## src/rtl/cadr_spc_pkg.sv

```systemverilog
// cadr_spc_pkg: shared SPC stack constants, op encoding and entry layout
package cadr_spc_pkg;
  localparam int PC_BITS = 14;
  localparam int SPC_BITS = 19;
  localparam int PTR_BITS = 5;
  typedef enum logic [1:0] {OP_NONE, OP_PUSH_CALL, OP_PUSH_L, OP_POP} spc_op_e;
  // Call entry: return address in the low bits, ret_flag just above, zero pad on top.
  function automatic logic [SPC_BITS-1:0] call_entry(input logic ret_flag, input logic [PC_BITS-1:0] lpc);
    return {{(SPC_BITS-PC_BITS-1){1'b0}}, ret_flag, lpc};
  endfunction
endpackage

```

## src/rtl/spc_depth_tracker.sv

```systemverilog
// spc_depth_tracker: SPC stack depth counter with sticky overflow/underflow flags
// Ports: clk, reset; inc/dec one-cycle update requests; depth 0..2**PTR_BITS; ovf/unf sticky.
module spc_depth_tracker
  import cadr_spc_pkg::*;
(
  input  logic              clk,
  input  logic              reset,
  input  logic              inc,
  input  logic              dec,
  output logic [PTR_BITS:0] depth,
  output logic              ovf,
  output logic              unf
);
  localparam logic [PTR_BITS:0] FULL = {1'b1, {PTR_BITS{1'b0}}};
  // Saturating: a push at full or a pop at empty leaves depth alone and raises a flag.
  always_ff @(posedge clk) begin
    if (reset) begin
      depth <= '0;
      ovf <= 1'b0;
      unf <= 1'b0;
    end else begin
      if (inc && depth == FULL) ovf <= 1'b1;
      if (dec && depth == '0) unf <= 1'b1;
      if (inc && depth != FULL) depth <= depth + 1'b1;
      if (dec && depth != '0) depth <= depth - 1'b1;
    end
  end
endmodule

```

## src/rtl/spc_ctl.sv

```systemverilog
// spc_ctl: SPC stack control, turning call/popj/destspc requests into phased stack strobes
// Ports: clk, reset; state_alu/write/fetch phase strobes; call_req/popj_req/destspc_req with
// lpc, ret_flag, l; spco read data. Outputs spcnt/spush/srp/swp/spcw strobes and data,
// popj_pc/popj_valid return address, depth and sticky spc_ovf/spc_unf/spc_conflict.
module spc_ctl
  import cadr_spc_pkg::*;
(
  input  logic                clk,
  input  logic                reset,
  input  logic                state_alu,
  input  logic                state_write,
  input  logic                state_fetch,
  input  logic                call_req,
  input  logic                popj_req,
  input  logic                destspc_req,
  input  logic [PC_BITS-1:0]  lpc,
  input  logic                ret_flag,
  input  logic [SPC_BITS-1:0] l,
  input  logic [SPC_BITS-1:0] spco,
  output logic                spcnt,
  output logic                spush,
  output logic                srp,
  output logic                swp,
  output logic [SPC_BITS-1:0] spcw,
  output logic [PC_BITS-1:0]  popj_pc,
  output logic                popj_valid,
  output logic [PTR_BITS:0]   depth,
  output logic                spc_ovf,
  output logic                spc_unf,
  output logic                spc_conflict
);
  spc_op_e op, op_n;
  logic [SPC_BITS-1:0] spcw_n;
  logic [PC_BITS-1:0] pc_q;
  logic push, pop;
  always_comb begin
    op_n = op;
    spcw_n = spcw;
    if (state_alu) begin
      op_n = call_req ? OP_PUSH_CALL : destspc_req ? OP_PUSH_L : popj_req ? OP_POP : OP_NONE;
      spcw_n = call_req ? call_entry(ret_flag, lpc) : destspc_req ? l : '0;
    end else if (state_fetch) begin
      op_n = OP_NONE;
      spcw_n = '0;
    end
  end
  always_ff @(posedge clk) begin
    if (reset) begin
      op <= OP_NONE;
      spcw <= '0;
      pc_q <= '0;
      spc_conflict <= 1'b0;
    end else begin
      op <= op_n;
      spcw <= spcw_n;
      if (state_alu && ((call_req & popj_req) | (call_req & destspc_req) | (popj_req & destspc_req)))
        spc_conflict <= 1'b1;
      if (popj_valid) pc_q <= spco[PC_BITS-1:0];
    end
  end
  assign push = op == OP_PUSH_CALL || op == OP_PUSH_L;
  assign pop = op == OP_POP;
  assign spcnt = push | pop;
  assign spush = push;
  assign swp = push & state_write;
  assign srp = pop & state_write;
  assign popj_valid = pop & state_fetch;
  // Pass the RAM read data straight through in fetch so the return address is usable there.
  assign popj_pc = popj_valid ? spco[PC_BITS-1:0] : pc_q;
  spc_depth_tracker u_depth (
    .clk   (clk),
    .reset (reset),
    .inc   (push & state_fetch),
    .dec   (pop & state_fetch),
    .depth (depth),
    .ovf   (spc_ovf),
    .unf   (spc_unf)
  );
endmodule
```

## config.mk

```make
export PLATFORM = sky130hd
export DESIGN_NAME = spc_ctl
export DESIGN_NICKNAME = d
export VERILOG_FILES = /design/src/rtl/cadr_spc_pkg.sv /design/src/rtl/spc_depth_tracker.sv /design/src/rtl/spc_ctl.sv
export SDC_FILE = /design/constraint.sdc
export NUM_CORES = 1
export LEC_CHECK = 0
export ABC_AREA = 1
export BUFFER_PORTS_ARGS = -buffer_cell sky130_fd_sc_hd__buf_2
export CORE_ASPECT_RATIO = 0.5
export CORE_UTILIZATION = 46
export CTS_CLUSTER_SIZE = 12
export DETAILED_ROUTE_END_ITERATION = 16
export GPL_TIMING_DRIVEN = 0
export PLACE_DENSITY_LB_ADDON = 0.08
export SYNTH_ARGS = -nofsm -noshare
export SYNTH_HDL_FRONTEND = slang
export SYNTH_SLANG_ARGS = --single-unit
```

## constraint.sdc

```tcl
create_clock -name clk -period 1.76 [get_ports clk]
set_input_delay 0.088 -clock clk [delete_from_list [all_inputs] [get_ports clk]]
set_output_delay 0.088 -clock clk [all_outputs]
set_load 0.05 [all_outputs]
```

==> results.txt, run 1 <==
Peak VDD IR - 0.3246 mV
Worst path arrival time - 1.65 ns
Total GRT Usage - 0.2498
Max_cap viols - 0
Share of cells above drive strength 1 - 0.4146
HP Class - input pin to flop
Actual slew at the worst max-slew pin - 0.4716 ns
P_leak - 0.001784 µW
Num rows - 17
H-tree levels - 2
Num CTS Buffers - 5
Area grow syn2layout - 49.94%
CTS tree - built
Via density - 4.764
End of the worst hold path - spcw[16]
Global route total overflow - 0
Seq/Total Area, Yosys - 0.4014
Fin crit period - 1.740 ns
Worst r2r path cells - 11
Vias in the first global route - 2286
Die Area - 5068 µm²
RSZ-0062 raised after global routing - true
Pin count of the biggest net entering global routing - 14
CP top delay family - buffers and inverters
PwrDens - 667.3 nW/µm²
Initial antenna violation count - 0
Kind of critical path - flop to primary output
Reg-to-reg startpoint - u_depth.depth[0]
Initial core utilization - 0.4890
CP peak stage delay - 0.36 ns
Total power - 2196 µW
Clk_lat worst skew - 0.30 ns
Synth Warn # - 0
# DRC - 0
TritonRoute pass-1 iters - 4
Layout fillers - 368
Setup violations, final - 0
Crit start category - flop
N_diodes - 0
Cell area after synthesis - 2195 µm²
DR iter-0 viols - 50
Detail Route Antenna Nets - 0
Post-DP HPWL - 4083 µm
Die width - 99.68 µm
Skew final - 0.003814 ns
R2r setup slk - 0.12 ns
Core area - 4488 µm²
Top-Level Pins - 108
Hold path start - l[16]
Routed WL - 6101 µm
Final worst path period share - 0.9888
Crit-path max FO - 10
Routed len/inst - 11.80 µm
RR Endpoint - u_depth.depth[2]
Port buffer count - 99
WP data required - 1.67 ns
Clk buf depth - 2
Highest Clock Rate - 574.6 MHz
First-pass GRT wire length - 9742 µm
Clock-pin transition on the worst setup and hold timing paths - 0.08 ns
Via count - 2463
Hold Path Stages - 3
Final Hold Viols - 0
Synth Register Bits - 44
Syn_area_per_cell - 6.794 µm²
Syn nets - 387
Root cell of the clock tree - clkbuf_8
CP max-delay cell - dfxtp_4
Die Y - 50.84 µm
Max Slew Vio Count - 0
Netlist cell types - 30
CP Cell Sequence - ha_4, nand2_8, clkinv_8, buf_8, or2_4, o21ai_2, inv_1, buf_6
Critical path endpoint category - primary output
Final #Nets - 515
Mapped Cells - 323
Fin Hold WS - 0.02922 ns
Gpl congestion - 0.8364
CP bufs+invs - 4
Num Clock Sinks - 44
Slew headroom - 0.6856
Status - finished clean
==> cell families after synthesis <==
logic type / synth area share
and+or+nand+nor: 0.3438
buffers and inverters: 0.1026
AOI/OAI and AO/OA: 0.1311
DFF: 0.4014
adders and majority gates: 0.01711
xor gates and xnor gates: 0.003992
==> final cells by class <==
class	count	area [µm²]	area share
Tap cell	66	82.58	0.02510
Clock buffer	5	68.82	0.02091
Multi-Input combinational cell	224	1242	0.3776
Timing Repair inverter	1	11.26	0.003422
Buffer	16	86.33	0.02624
Timing Repair Buffer	121	739.5	0.2247
Inverter	38	155.1	0.04715
Clock inverter	2	12.51	0.003802
Sequential cell	44	892.1	0.2711
==> per-layer routing <==
metal | wire length (µm) | vias to the layer above | global-route usage
met5 | 0 | - | 0
met2 | 3102 | 69 | 0.4839
li1 | - | 1266 | -
met4 | 86 | 0 | 0.06618
met3 | 356 | 12 | 0.07114
met1 | 2555 | 1116 | 0.2705
==> stage by stage <==
step	cell area (µm²)	setup slack, ns	util	cells	TNS [ns]
floorplan	2201	-0.008077	-	323	-0.008077
global placement	2779	-0.04025	0.6192	488	-0.2198
detailed placement	2779	-0.07589	0.6192	488	-0.4281
CTS	3141	-0.01192	0.6997	511	-0.01192
global route	3291	-0.02794	0.7332	517	-0.1590
finish	3291	0.01975	0.7332	517	0
==> worst reg2reg max path, stage by stage, from the launching register on <==
cell and delay [ns]:
dfxtp_2 0.37, nor2_4 0.16, nand3_4 0.15, nand2_4 0.13, nand2_1 0.10, nand2_4 0.08
inv_1 0.04, ha_2 0.15, inv_1 0.06, nand2_2 0.06, xor2_1 0.16, a21oi_1 0.12
==> flip-flops by register name, summed over array words and instances, names as in the netlist <==
register,flops
spcw,19
u_depth.depth,6
pc_q,14
u_depth.unf,1
op,2
u_depth.ovf,1
spc_conflict,1
==> cells in the final DEF (no fill, tap or decap), types with 3 or more instances in the layout <==
cell       n
buf_2     87
nand2_1   90
inv_1     32
clkbuf_1   8
buf_4     26
buf_6     10
a21oi_1   26
o21ai_0    8
dfxtp_1   37
nor2_1    24
o21ai_1    3
o21ai_4    5
o21ai_2    5
nand2_2    3
dfxtp_2    6
or2_2      6
nand3_1   23
clkbuf_8   5
or2_4      8
inv_2      4
==> Yosys cell counts <==
library cell  count  area share
buf_2             5       0.011
nand4_1           1      0.0029
ha_1              3       0.017
a41o_1            1      0.0046
o21a_1            1      0.0034
clkbuf_1          9       0.015
a21oi_1          26       0.059
a31oi_1           2      0.0057
o21ai_1           6       0.014
nand3_2           2      0.0091
nor2_2            3      0.0086
buf_1             2      0.0034
o211ai_1          2      0.0068
inv_1            36       0.062
o21bai_1          1      0.0034
or2_2            14       0.040
nor2_4            1      0.0051
nand2_4           2       0.010
o21ai_0          15       0.034
nand2_1          92        0.16
xor2_1            1      0.0040
buf_6             1      0.0051
nand3_4           1      0.0080
clkinv_4          1      0.0040
nor2_1           24       0.041
dfxtp_1          44        0.40
nand2_2           2      0.0057
nand3_1          23       0.052
nand3b_1          1      0.0034
clkinv_1          1      0.0017
==> worst max path at each step <==
| stage | startpoint | endpoint | slack [ns] | cells past startpoint |
|---|---|---|---|---|
| global placement | op[0] | popj_pc[8] | -0.04 | 9 |
| global route | op[1] | popj_pc[7] | -0.03 | 8 |
| floorplan | u_depth.depth[3] | u_depth.depth[4] | -0.008 | 11 |
| finish | op[1] | popj_pc[7] | 0.02 | 8 |
| CTS | op[1] | popj_pc[8] | -0.01 | 8 |
| detailed placement | op[0] | popj_pc[7] | -0.08 | 9 |
==> what timing repair did <==
action,in CTS,in global routing
endpoints found under the setup margin,16,16
gates cloned,1,0
resized for setup,50,36
hold buffers,0,0
pin swaps,2,8
buffers inserted,16,6
==> where the power goes <==
group / switching [µW] / internal, µW / leakage (µW) / total [µW]
registers: 34.7 / 1030 / 0.000361 / 1070
clock network: 342 / 269 / 0.0000400 / 611
logic: 346 / 173 / 0.00138 / 519
(Power assumes the default switching activity.)
==> run 2, diff against run 1 <==
- CORE_MARGIN: unset -> 2
==> run 2 against run 1 <==
Compared with the run above:
- critical path depth stayed put
- critical path type unchanged
- flip-flop and latch count unchanged
- worst hold slack got worse by 0.0019 ns
- critical endpoint is now popj_pc[10]
==> results.txt, run 2 (synthesis gave the netlist of run 1 again) <==
First-pass GRT wire length - 9190 µm
Most flops, register - spcw
Global route total overflow - 0
Dpl cell area - 2779 µm²
# DRC - 0
Post-DP HPWL - 4056 µm
# hold bufs at CTS - 0
Highest Clock Rate - 572.3 MHz
Num Clock Sinks - 44
PwrDens - 726.4 nW/µm²
Actual slew at the worst max-slew pin - 0.4942 ns
Final Hold Viols - 0
Initial core utilization - 0.4890
Dpl cells - 488
CTS tree - built
CP Cell Sequence - ha_4, nand2_8, clkinv_8, clkbuf_16, or2_4, o21ai_2, inv_1, buf_6
Top-Level Pins - 108
Die Area - 5373 µm²
Via count - 2439
Kind of critical path - flop to primary output
Peak VDD IR - 0.4059 mV
Share of cells above drive strength 1 - 0.4139
N_diodes - 0
Max Slew Vio Count - 0
Final worst path period share - 0.9927
Commonest cells after routing, fill and taps aside - 90 x nand2_1, 88 x buf_2, 37 x dfxtp_1
Die width - 101.7 µm
Clk_lat worst skew - 0.30 ns
Root cell of the clock tree - clkbuf_8
Die Y - 52.84 µm
Crit-path max FO - 6
DR iter-0 viols - 65
Gpl congestion - 0.8429
Fin Hold WS - 0.02736 ns
Fin crit period - 1.747 ns
Setup violations, final - 0
Max_cap viols - 0
Core area - 4488 µm²
Biggest regs - spcw: 19 flops, pc_q: 14 flops, u_depth.depth: 6 flops
Routed WL - 6161 µm
Routed len/inst - 12.01 µm
Num rows - 17
Most common cell after layout, fill and taps aside - nand2_1
Total power - 2395 µW
Slew headroom - 0.6705
WP data required - 1.67 ns
Port buffer count - 99
Num CTS Buffers - 5
Total GRT Usage - 0.2216
TritonRoute pass-1 iters - 4
Non-Filler Instances - 513
Clock-pin transition on the worst setup and hold timing paths - 0.08 ns
Post-route setup TNS - 0 ns
P_leak - 0.001792 µW
Initial antenna violation count - 0
Critical path endpoint category - primary output
Max FFs per register - 19
RSZ-0062 raised after global routing - true
Detail Route Antenna Nets - 0
Vias in the first global route - 2248
Via density - 4.754
Pin count of the biggest net entering global routing - 15
Area grow syn2layout - 50.23%
Status - finished clean
Final #Nets - 510
CP peak stage delay - 0.35 ns
HP Class - input pin to flop
Skew final - 0.007395 ns
CP max-delay cell - dfxtp_2
H-tree levels - 2
Final instance area - 3297 µm²
Worst path arrival time - 1.66 ns
Clk buf depth - 2
Crit start category - flop
==> run 2: cell types whose count changed in the layout (fill, tap and decap cells not counted), moves of 2 or more <==
cell / before / now
buf_4: 26 / 19
o21ai_2: 5 / 10
o21ai_0: 8 / 6
o21ai_4: 5 / 3
==> run 2: per-stage QoR <==
step	setup WS [ns]	utilization
3_3_place_gp	-0.03877	0.6192
3_5_place_dp	-0.09383	0.6192
4_1_cts	0.0004747	0.6911
6_report	0.01281	0.7346
2_1_floorplan	-0.008077	-
5_1_grt	-0.06702	0.7346
==> run 2: worst paths after layout <==
check	slack, ns	to	start	cells after the start
setup / recovery	0.01	popj_pc[10]	op[0]	8
hold reg to reg	0.46	spcw[1]	spcw[1]	2
setup reg to reg	0.07	u_depth.depth[4]	op[0]	13
hold / removal	0.03	spcw[15]	l[15]	3
==> run 2: final cells by class <==
class,count,area [µm²]
flip-flops and latches,44,889.6
well taps,66,82.58
repair buffers,116,724.4
clock buffers,6,82.58
repair inverters,1,11.26
inverters,38,155.1
clock inverters,2,38.79
plain buffers,16,86.33
fillers,362,1191
multi-input cells,224,1226
==> run 2: report_power, final <==
part	leakage, µW	switching (µW)	internal (µW)
clock	0.0000614	350	464
sequential	0.000361	35.9	1030
combinational	0.00137	344	169
total	0.00179	730	1660
==> run 2: worst max-delay path: cells and delay by family, from the launching register on <==
kind            cells  cell delay (ns)
simple gates        2             0.32
buf+inv             4             0.44
fa+ha+maj           1             0.18
compound gates      1             0.07
flops               1             0.35
==> run 2: per-layer routing <==
metal  routed length (µm)  share of wire  global-route usage
met2                 3052           0.50              0.4079
met5                    0              0                   0
met4                   65          0.011             0.07432
met1                 2658           0.43              0.2424
met3                  384          0.062             0.07467
==> run 2: timing repair <==
item                       CTS  global route
setup endpoints to repair   16            17
buffers inserted             9             7
pin swaps                    3             4
resized for setup           42            45
gates cloned                 1             1
